===== config.mk =====
export PLATFORM = sky130hd
export DESIGN_NAME = ttt_event_buffer
export DESIGN_NICKNAME = d
export VERILOG_FILES = /design/src/rtl/ttt_pkg.sv /design/src/rtl/ttt_sync_fifo.sv /design/src/rtl/ttt_event_buffer.sv
export SDC_FILE = /design/constraint.sdc
export NUM_CORES = 1
export LEC_CHECK = 0
export CAP_MARGIN = 20
export CORE_AREA = 2 2 108 131
export CTS_BUF_LIST = sky130_fd_sc_hd__clkbuf_4 sky130_fd_sc_hd__clkbuf_8
export CTS_CLUSTER_DIAMETER = 200
export CTS_CLUSTER_SIZE = 12
export DETAILED_ROUTE_END_ITERATION = 6
export DIE_AREA = 0 0 110 133
export DONT_BUFFER_PORTS = 1
export SKIP_CTS_REPAIR_TIMING = 1
export SYNTH_ARGS = -nofsm -noshare
export SYNTH_HDL_FRONTEND = slang
export SYNTH_SLANG_ARGS = --single-unit

===== constraint.sdc =====
create_clock -name clock_fast -period 2.71 [get_ports clock_fast]
set_input_delay 0.271 -clock clock_fast [delete_from_list [all_inputs] [get_ports clock_fast]]
set_output_delay 0.271 -clock clock_fast [all_outputs]
set_load 0.01 [all_outputs]

===== src/rtl/ttt_pkg.sv =====
// Shared types and constants for the ttt token pipeline.
// token_event_t is sized for the default core (15 processors, 8-bit ticks).
package ttt_pkg;

  typedef enum logic [1:0] {
    STAGE_WAIT     = 2'b00,
    STAGE_UPDATE   = 2'b01,
    STAGE_CHECK    = 2'b10,
    STAGE_TRANSMIT = 2'b11
  } stage_t;

  localparam logic [1:0] SS_NONE  = 2'b00;
  localparam logic [1:0] SS_START = 2'b01;
  localparam logic [1:0] SS_STOP  = 2'b10;
  localparam logic [1:0] SS_BOTH  = 2'b11;

  localparam int TTT_ID_W   = 4;
  localparam int TTT_TICK_W = 8;

  typedef struct packed {
    logic [TTT_ID_W-1:0]   processor_id;
    logic [1:0]            startstop;
    logic [TTT_TICK_W-1:0] tick;
  } token_event_t;

endpackage


===== src/rtl/ttt_sync_fifo.sv =====
// Generic first-word-fall-through FIFO. A push into a full FIFO is accepted
// only when a pop frees the slot in the same cycle.
module ttt_sync_fifo #(
  parameter int WIDTH = 8,
  parameter int DEPTH = 8,
  localparam int PW = $clog2(DEPTH),
  localparam int CW = $clog2(DEPTH + 1)
) (
  input  logic             clock_fast,
  input  logic             reset,
  input  logic             clear,
  input  logic             push,
  input  logic [WIDTH-1:0] push_data,
  input  logic             pop,
  output logic [WIDTH-1:0] head_data,
  output logic             empty,
  output logic             full,
  output logic [CW-1:0]    count
);

  logic [WIDTH-1:0] mem_q [DEPTH];
  logic [PW-1:0]    rd_ptr_q, rd_ptr_d;
  logic [PW-1:0]    wr_ptr_q, wr_ptr_d;
  logic [CW-1:0]    count_q, count_d;
  logic             push_ok, pop_ok;

  assign empty     = (count_q == '0);
  assign full      = (count_q == CW'(DEPTH));
  assign count     = count_q;
  assign head_data = empty ? '0 : mem_q[rd_ptr_q];

  always_comb begin
    pop_ok   = pop && !empty;
    push_ok  = push && (!full || pop_ok);
    rd_ptr_d = rd_ptr_q + PW'(pop_ok);
    wr_ptr_d = wr_ptr_q + PW'(push_ok);
    count_d  = count_q + CW'(push_ok) - CW'(pop_ok);
    if (clear) begin
      rd_ptr_d = '0;
      wr_ptr_d = '0;
      count_d  = '0;
    end
  end

  always_ff @(posedge clock_fast) begin
    if (reset) begin
      rd_ptr_q <= '0;
      wr_ptr_q <= '0;
      count_q  <= '0;
    end else begin
      rd_ptr_q <= rd_ptr_d;
      wr_ptr_q <= wr_ptr_d;
      count_q  <= count_d;
    end
  end

  // Storage needs no reset; count gates visibility of stale entries.
  always_ff @(posedge clock_fast) begin
    if (!reset && !clear && push_ok) mem_q[wr_ptr_q] <= push_data;
  end

endmodule


===== src/rtl/ttt_event_buffer.sv =====
// Timestamps non-empty token events from the main core with a step counter
// and queues them for the host to drain at its own pace.
module ttt_event_buffer
  import ttt_pkg::*;
#(
  parameter int NUM_PROCESSORS = 15,
  parameter int DEPTH          = 8,
  parameter int TICK_BITS      = 8,
  localparam int ID_W = $clog2(NUM_PROCESSORS),
  localparam int CW   = $clog2(DEPTH + 1)
) (
  input  logic                 clock_fast,
  input  logic                 reset,
  input  logic [1:0]           stage,
  input  logic                 output_valid,
  input  logic [ID_W-1:0]      processor_id_in,
  input  logic [1:0]           token_startstop_in,
  input  logic                 pop,
  input  logic                 clear,
  output logic                 event_valid,
  output logic [ID_W-1:0]      event_processor_id,
  output logic [1:0]           event_startstop,
  output logic [TICK_BITS-1:0] event_tick,
  output logic [CW-1:0]        count,
  output logic                 full,
  output logic                 overflow
);

  typedef struct packed {
    logic [ID_W-1:0]      processor_id;
    logic [1:0]           startstop;
    logic [TICK_BITS-1:0] tick;
  } ev_t;

  stage_t               prev_stage_q, prev_stage_d;
  logic [TICK_BITS-1:0] tick_q, tick_d;
  logic                 overflow_q, overflow_d;
  logic                 push_req, fifo_empty, fifo_full;
  ev_t                  push_ev, head_ev;

  always_comb begin
    prev_stage_d = stage_t'(stage);
    tick_d       = tick_q;
    // A step completes when transmit hands back to wait.
    if (prev_stage_q == STAGE_TRANSMIT && stage_t'(stage) == STAGE_WAIT)
      tick_d = tick_q + TICK_BITS'(1);

    push_req = output_valid && (token_startstop_in != SS_NONE);
    push_ev  = '{processor_id: processor_id_in,
                 startstop:    token_startstop_in,
                 tick:         tick_q};

    overflow_d = overflow_q;
    if (clear)                               overflow_d = 1'b0;
    else if (push_req && fifo_full && !pop)  overflow_d = 1'b1;
  end

  always_ff @(posedge clock_fast) begin
    if (reset) begin
      prev_stage_q <= STAGE_WAIT;
      tick_q       <= '0;
      overflow_q   <= 1'b0;
    end else begin
      prev_stage_q <= prev_stage_d;
      tick_q       <= tick_d;
      overflow_q   <= overflow_d;
    end
  end

  ttt_sync_fifo #(
    .WIDTH ($bits(ev_t)),
    .DEPTH (DEPTH)
  ) u_fifo (
    .clock_fast (clock_fast),
    .reset      (reset),
    .clear      (clear),
    .push       (push_req),
    .push_data  (push_ev),
    .pop        (pop),
    .head_data  (head_ev),
    .empty      (fifo_empty),
    .full       (fifo_full),
    .count      (count)
  );

  assign event_valid        = !fifo_empty;
  assign event_processor_id = head_ev.processor_id;
  assign event_startstop    = head_ev.startstop;
  assign event_tick         = head_ev.tick;
  assign full               = fifo_full;
  assign overflow           = overflow_q;

endmodule


Word level (Yosys, flattened, before mapping)

Memories as Yosys holds them, arrays and structs flattened. A register that Yosys moved wholly into a read port is not among the register bits.
Cells that the tools add are included.

Input port bits: 13
Bits in writable memories: 112
ROM bits: 0
Word-level logic and storage cells: 36
Memories kept: 1
Output and inout bits: 21
Bits in latches: 0
Bits in registers: 21

Memory list:

| name         | words | width | read ports | clocked after Yosys merged registers in | write ports | RTL line            | text |
|---|---|---|---|---|---|---|---|
| u_fifo.mem_q | 8     | 14    | 1          | 1                                       | 1           | ttt_sync_fifo.sv:21 | `logic [WIDTH-1:0] mem_q [DEPTH];` |

Reduce and logical (&&, ||, !) cells: 18
Bitwise operators: 0
$lt $le $gt $ge: 0
Eq/ne operators: 2
Multiplexer cells: 4
$mul: 0
Shifts and indexed selects: 0
Div/mod/pow operators: 0
Add/sub/neg operators: 5

Operators by type and width:

| operator              | count |
|---|---|
| $mux W14              | 1 |
| $add A8 B1 Y8 const B | 1 |
| $logic_and A1 B1 Y1   | 8 |
| $add A3 B1 Y3         | 2 |
| $logic_not A1 Y1      | 5 |
| $add A4 B1 Y4         | 1 |
| $eq A4 B4 Y1 const B  | 1 |
| $logic_not A4 Y1      | 1 |
| $sub A4 B1 Y4         | 1 |
| $mux W3               | 1 |
| $eq A2 B2 Y1 const B  | 1 |
| $logic_not A2 Y1      | 1 |
| $mux W1               | 2 |
| $reduce_bool A2 Y1    | 1 |
| $reduce_or A2 Y1      | 1 |
| $logic_or A1 B1 Y1    | 1 |

Longest topological paths before layout

Gate-level depths: netlist of run 1.

Depth in word-level cells: 8
Mapped depth: 11

Cells and area by module

Synthesis of run 1 repeated with hierarchy kept, for this count alone.

Cell total of the unflattened synthesis: 282
Area total of the unflattened synthesis: 5,340.1 um^2

Modules (own cells, without submodules):

| module           | cells each | area an instance (um^2) | times used |
|---|---|---|---|
| ttt_sync_fifo    | 230        | 4,855.9                 | 1 |
| ttt_event_buffer | 52         | 484.2                   | 1 |

Least setup slack after synthesis of run 1

OpenSTA, ideal clock, no wires.

Path kind: register to register
Start point: register u_fifo.count_q[2] (netlist: u_fifo.count[2])
End point: memory u_fifo.mem_q[0][0] (netlist name), enable pin
Path buffers: 1
Arrival: 2,566 ps
Stages on the path, launching flop included: 7
Setup slack: -277 ps
Library setup time: 421 ps
Required time: 2,289 ps
Cell sequence: dfxtp_1 -> inv_1 -> ha_1 -> nor3b_1 -> a21o_1 -> buf_2 -> nor4_1

Elaborated cells between the ends (all ways): 10
Classes of those cells: eq/ne (1); mux (2); reduce/logical (7)

RTL lines:

| element                       | RTL line               | text |
|---|---|---|
| start: declaration            | ttt_sync_fifo.sv:24    | `logic [CW-1:0] count_q, count_d;` |
| start signal: assignment      | ttt_sync_fifo.sv:53    | `count_q <= count_d;` |
| $eq A4 B4 Y1                  | ttt_sync_fifo.sv:28    | `assign full = (count_q == CW'(DEPTH));` |
| named net full                | ttt_event_buffer.sv:25 | `output logic full,` |
| $logic_not A1 Y1              | ttt_sync_fifo.sv:34    | `push_ok = push && (!full \|\| pop_ok);` |
| $logic_or A1 B1 Y1            | ttt_sync_fifo.sv:34    |  |
| $logic_and A1 B1 Y1           | ttt_sync_fifo.sv:34    |  |
| $logic_and A1 B1 Y1           | ttt_sync_fifo.sv:59    | `if (!reset && !clear && push_ok) mem_q[wr_ptr_q] <= push_data;` |
| $mux W1                       | ttt_sync_fifo.sv:59    |  |
| $mux W1 (implied by the code) | ttt_sync_fifo.sv:59    |  |
| end: declaration              | ttt_sync_fifo.sv:21    |  |

The timed path passes the listed nets, and every way through them passes these cells.

Worst setup path after layout of run 1

Start point: register u_fifo.count_q[3] (netlist: u_fifo.count[3])
End point: register u_fifo.count_q[2] (netlist: u_fifo.count[2])

Word-level cells in the longest chain between the ends: 7
Elaborated cells between the ends (all ways): 9
Classes of those cells: add/sub (2); eq/ne (1); reduce/logical (6)

RTL lines:

| element             | RTL line            | text |
|---|---|---|
| $logic_not A4 Y1    | ttt_sync_fifo.sv:27 | `assign empty = (count_q == '0);` |
| $logic_not A1 Y1    | ttt_sync_fifo.sv:33 | `pop_ok = pop && !empty;` |
| $logic_and A1 B1 Y1 | ttt_sync_fifo.sv:33 |  |
| $logic_or A1 B1 Y1  | ttt_sync_fifo.sv:34 |  |
| $logic_and A1 B1 Y1 | ttt_sync_fifo.sv:34 |  |
| $add A4 B1 Y4       | ttt_sync_fifo.sv:37 | `count_d = count_q + CW'(push_ok) - CW'(pop_ok);` |
| $sub A4 B1 Y4 (*)   | ttt_sync_fifo.sv:37 |  |

Mark *: on every way between the ends. The rest lies on a longest branch, timed or not.
A chain may end at the register's enable or synchronous reset.

==> flow_metrics.env, run 1 <==
export IMPL_relSlewSlack=0.6597
export IMPL_critPathCaptureType="flip-flop"
export IMPL_post_route_util=0.4458
export IMPL_setup_violations=0
export IMPL_clock_sinks=133
export IMPL_drtAntennaViolNets=0
export IMPL_maxCapViolCount=0
export IMPL_nNetsFinal=339
export IMPL_synth_top_area_frac=0.6373
export IMPL_port_buffers=0
export IMPL_cts_tree="yes"
export IMPL_dp_final_hpwl_um=6221
export IMPL_status="completed"
export IMPL_ys_top_cells_by_count="112 x edfxtp_1, 28 x mux4_2, 21 x dfxtp_1"
export IMPL_io_pins=34
export IMPL_fin_crit_ps=2270
export IMPL_diodes=0
export IMPL_holdCritPathClass="input pin to flip-flop"
export IMPL_syn_to_final_growth_pct=13.75
export IMPL_cts_root_buf="clkbuf_8"
export IMPL_worstSetupPathType="flip-flop to flip-flop"
export IMPL_cts_path_max_buffers=2
export IMPL_vias_per_cell=5.271
export IMPL_path_clk_slew_ps=80
export IMPL_grt_pass1_wl_um=15210
export IMPL_cp_max_fo=4
export IMPL_cts_buffers=17
export IMPL_startpoint_type="flip-flop"
export IMPL_dpl_cell_count=457
export IMPL_final_area_mm2=0.006003
export IMPL_placed_area_mm2=0.005575
export IMPL_yosysTopAreaCell="edfxtp_1"
export IMPL_grt_use_total=0.1452
export IMPL_wl_per_cell_um=19.66
export IMPL_row_count=47
export IMPL_chipWidth_um=110
export IMPL_async_flop_share=0
export IMPL_drc_errors=0
export IMPL_ys_seq_area_frac=0.7169
export IMPL_required_ps=3030
export IMPL_synth_edf_count=112
export IMPL_die_area_mm2=0.01463
export IMPL_coreArea_mm2=0.01347
export IMPL_syn_nets=306
export IMPL_syn_avg_cell_area_um2=18.78
export IMPL_p_total_mw=4.513
export IMPL_dr_pass1_iters=4
export IMPL_htreeDepth=4
export IMPL_gp_congestion=0.7263
export IMPL_synth_cells=281
export IMPL_yosys_top_cells_area="edfxtp_1 64%, mux4_2 12%, dfxtp_1 8.0%"
export IMPL_grt_pass1_vias=2750
export IMPL_fin_crit_sh=0.8375
export IMPL_ir_drop_v=0.0004050
export IMPL_powerDensity_mw_per_mm2=751.7
export IMPL_dp_slack_ps=477.9
export IMPL_wl_um=9793
export IMPL_grt_max_degree=30
export IMPL_worst_pin_slew_ps=508.5
export IMPL_clock_latency_ps=430
export IMPL_rsz0062_at_grt="false"
export IMPL_clock_skew_ps=15.19
export IMPL_grt_antenna_before_repair=0
export IMPL_start_util=0.3919
export IMPL_first_iter_violations=228
export IMPL_layout_drive_gt1_share=0.2691
export IMPL_netlist_area_mm2=0.005278
export IMPL_synth_seq_cells=133
export IMPL_setup_tns_ps=0
export IMPL_finalHoldViolCount=0
export IMPL_fin_ws_ps=440.3
export IMPL_final_cells=498
export IMPL_power_leakage_nw=1.903
export IMPL_num_vias=2625
export IMPL_slew_viol_final=0
export IMPL_synth_ff_type="edfxtp_1"
export IMPL_arrival_ps=2590
export IMPL_hold_ws_ps=25.54
export IMPL_overflow=0
export IMPL_ys_warn_count=0
export IMPL_synth_most_common_cell="edfxtp_1"
export IMPL_max_freq_mhz=440.6
export IMPL_die_h_um=133
export IMPL_synth_cell_types=38
cell usage in the layout (no fill, tap or decap), types with 2 or more instances in the layout:
cell	count
a21oi_1	7
nor3_2	6
mux4_2	28
ha_1	11
xor2_1	2
inv_1	10
mux2i_1	2
clkbuf_8	19
nor4_2	2
dfxtp_1	20
nand2_1	6
edfxtp_1	112
or4_1	5
or3_1	3
a21o_1	2
dlygate4sd3_1	9
nand2b_1	3
clkbuf_4	2
nor2b_1	3
and2_1	5
o21ai_1	2
nor2_1	8
clkinv_2	7
buf_4	16
xnor2_1	2
o31ai_1	5
a22o_1	14
nor3b_1	2
clkinvlp_4	3
cells by family (layout without fill, tap and decap cells):
kind of cell | after synthesis | after routing | synth area share
AOI/OAI and AO/OA | 31 | 31 | 0.04315
xor gates and xnor gates | 4 | 4 | 0.006639
muxes | 30 | 30 | 0.1233
and+or+nand+nor | 49 | 49 | 0.05714
DFF | 133 | 133 | 0.7169
adders and majority gates | 12 | 12 | 0.02987
buffers and inverters | 22 | 68 | 0.02299
worst max-delay path, stage by stage (launching register included):
cell	delay (ps)
dfxtp_1	420
inv_1	70
ha_1	190
nor3b_2	180
nor2b_1	200
ha_1	260
inv_1	60
ha_1	150
inv_1	50
fa_1	370
xor2_1	160
nor2_1	50
registers in the layout, indices dropped and copies added, names as in the netlist:
| name | flops |
|---|---|
| u_fifo.mem_q | 112 |
| tick_q | 8 |
| u_fifo.count | 4 |
| u_fifo.rd_ptr_q | 3 |
| u_fifo.wr_ptr_q | 3 |
| prev_stage_q | 2 |
| overflow | 1 |
area by class of cell:
cell class	instances	area [um^2]
tap	171	214.0
clock inverter	11	61.31
multi-input combinational	126	1415
timing repair buffer	25	210.2
inverter	11	41.29
sequential	133	3785
fill	1163	7463
clock buffer	21	276.5
routing by layer:
layer | track usage | wire length [um] | vias to the layer above
met5 | 0 | 0 | -
met4 | 0.06329 | 243 | 0
met3 | 0.04236 | 324 | 17
met2 | 0.2406 | 5208 | 46
met1 | 0.1735 | 4016 | 1365
li1 | - | - | 1197
report_power, final:
group / switching, mW / internal (mW) / leakage, nW
combinational: 0.481 / 0.354 / 0.564
clock: 0.708 / 0.684 / 0.175
sequential: 0.0436 / 2.24 / 1.16
final timing paths:
path	to	start	cells after the start	slack (ps)
setup / recovery	u_fifo.count[2]	u_fifo.count[3]	11	440
hold / removal	u_fifo.count[3]	clear	2	30
hold reg to reg	overflow	overflow	1	550
setup reg to reg	u_fifo.count[2]	u_fifo.count[3]	11	440
No activity file was read; power rests on OpenSTA's default activity.
==> run 2: changes to the inputs <==
clock period = 2.05 ns   (was 2.71 ns; I/O delays follow)
==> run 2 against run 1 <==
Compared with the run above:
- critical path depth is the same
- sequential power grew 32%
- global-route usage grew 0.069 points
- flip-flop and latch count is the same
- first-iteration DRC count shrank 24%
- non-clock buffer count grew 15
- largest cell class unchanged
- final cell count grew 3.0%
- clock power grew 51%
- worst hold slack gained 5.1 ps
==> flow_metrics.env, run 2 (synthesis gave the netlist of run 1 again) <==
export IMPL_io_pins=34
export IMPL_syn_to_final_growth_pct=22.55
export IMPL_maxCapViolCount=0
export IMPL_dp_final_hpwl_um=5803
export IMPL_power_leakage_nw=2.079
export IMPL_clock_skew_ps=11.21
export IMPL_hp_start="reset"
export IMPL_port_buffers=0
export IMPL_rr_endpoint="u_fifo.count[2]"
export IMPL_htreeDepth=4
export IMPL_vias_per_cell=5.232
export IMPL_rsz0062_at_grt="true"
export IMPL_worstSetupPathType="flip-flop to flip-flop"
export IMPL_cp_max_fo=2
export IMPL_startpoint="u_fifo.count[2]"
export IMPL_regArea_mm2=0.003790
export IMPL_ir_drop_v=0.0007781
export IMPL_diodes=0
export IMPL_path_clk_slew_ps=70
export IMPL_first_iter_violations=173
export IMPL_finalHoldViolCount=0
export IMPL_clock_sinks=133
export IMPL_critPathCaptureType="flip-flop"
export IMPL_max_freq_mhz=489.9
export IMPL_final_area_mm2=0.006467
export IMPL_status="completed"
export IMPL_multi_input_area_mm2=0.001504
export IMPL_hold_path_depth=2
export IMPL_wl_per_cell_um=20.52
export IMPL_final_cell_mix="112 x edfxtp_1, 28 x mux4_2, 22 x clkbuf_8"
export IMPL_min_to="u_fifo.count[1]"
export IMPL_slew_viol_final=0
export IMPL_drtAntennaViolNets=0
export IMPL_fin_crit_ps=2041
export IMPL_start_util=0.3919
export IMPL_grt_pass1_wl_um=15200
export IMPL_required_ps=2410
export IMPL_cts_root_buf="clkbuf_8"
export IMPL_largest_reg_flops=112
export IMPL_clock_latency_ps=430
export IMPL_nNetsFinal=354
export IMPL_cts_path_max_buffers=2
export IMPL_fin_crit_sh=0.9958
export IMPL_worst_pin_slew_ps=414.3
export IMPL_chipWidth_um=110
export IMPL_holdCritPathClass="input pin to flip-flop"
export IMPL_p_total_mw=6.735
export IMPL_drc_errors=0
export IMPL_row_count=47
export IMPL_grt_antenna_before_repair=0
export IMPL_layout_drive_gt1_share=0.3450
export IMPL_reg2reg_from="u_fifo.count[2]"
export IMPL_top_register="u_fifo.mem_q"
export IMPL_r2r_cells=11
export IMPL_arrival_ps=2400
export IMPL_dr_pass1_iters=4
export IMPL_grt_pass1_vias=2782
export IMPL_dp_slack_ps=-14.82
export IMPL_startpoint_type="flip-flop"
export IMPL_reg2reg_setup_slack_ps=9
export IMPL_relSlewSlack=0.7229
export IMPL_coreArea_mm2=0.01347
export IMPL_grt_use_total=0.1459
export IMPL_fillers=1143
export IMPL_num_vias=2684
export IMPL_placed_area_mm2=0.005811
export IMPL_setup_tns_ps=0
export IMPL_grt_max_degree=29
export IMPL_gp_congestion=0.6952
export IMPL_die_h_um=133
export IMPL_overflow=0
export IMPL_powerDensity_mw_per_mm2=1041
export IMPL_cts_buffers=17
export IMPL_die_area_mm2=0.01463
export IMPL_cts_tree="yes"
export IMPL_setup_violations=0
export IMPL_wl_um=10530
export IMPL_layout_commonest_cell="edfxtp_1"
export IMPL_fin_ws_ps=8.624
-- run 2: cell types whose count changed in the layout (fill, tap and decap cells not counted), moves of 3 or more --
| cell | delta |
|---|---|
| buf_12 | +12 |
| clkbuf_4 | +3 |
| clkinvlp_4 | -3 |
| buf_6 | +4 |
| ha_1 | -3 |
| inv_1 | -4 |
| clkinv_2 | -3 |
| inv_2 | +4 |
| buf_4 | -5 |
| clkbuf_8 | +3 |
-- run 2: metal layers --
layer	vias up	GRT usage	wire, um
li1	1230	-	-
met5	-	0	0
met4	0	0.04852	123
met3	11	0.05123	472
met1	1379	0.1813	4480
met2	64	0.2362	5449
-- run 2: worst max-delay path by stage --
| stage | end | slack (ps) | cells after the start |
|---|---|---|---|
| floorplan | u_fifo.mem_q[2][0] | -60 | 6 |
| global placement | u_fifo.count[2] | 40 | 11 |
| detailed placement | u_fifo.count[2] | -10 | 11 |
| CTS | event_tick[5] | -150 | 7 |
| global route | u_fifo.count[2] | -100 | 11 |
| finish | u_fifo.count[2] | 9 | 11 |
-- run 2: per-stage QoR --
step | instances | util | hold slack [ps]
2_1_floorplan | 281 | - | 303.9
3_3_place_gp | 465 | 0.4315 | 273.7
3_5_place_dp | 465 | 0.4315 | 274.5
4_1_cts | 497 | 0.4605 | -214.0
5_1_grt | 513 | 0.4803 | 46.46
6_report | 513 | 0.4803 | 30.61
-- run 2: worst max-delay path, cell delays in order (launching register included) --
cell,delay (ps)
dfxtp_2,340
inv_2,50
ha_4,150
nor3b_4,150
nor2b_2,150
ha_2,290
inv_2,70
ha_4,130
inv_2,40
fa_2,340
xor2_1,160
nor2_1,100
-- run 2: layout make-up --
class / count / area share
clock inverters: 5 / 0.007738
clock buffers: 27 / 0.05262
multi-input cells: 126 / 0.2325
repair buffers: 40 / 0.08164
flip-flops and latches: 133 / 0.5860
inverters: 11 / 0.006384
well taps: 171 / 0.03308
-- run 2: report_power, final --
group,total [mW],leakage (nW),switching (mW),internal [mW]
Combinational,1.62,0.703,0.836,0.784
Clock,2.10,0.211,0.919,1.18
Sequential,3.01,1.16,0.0467,2.97
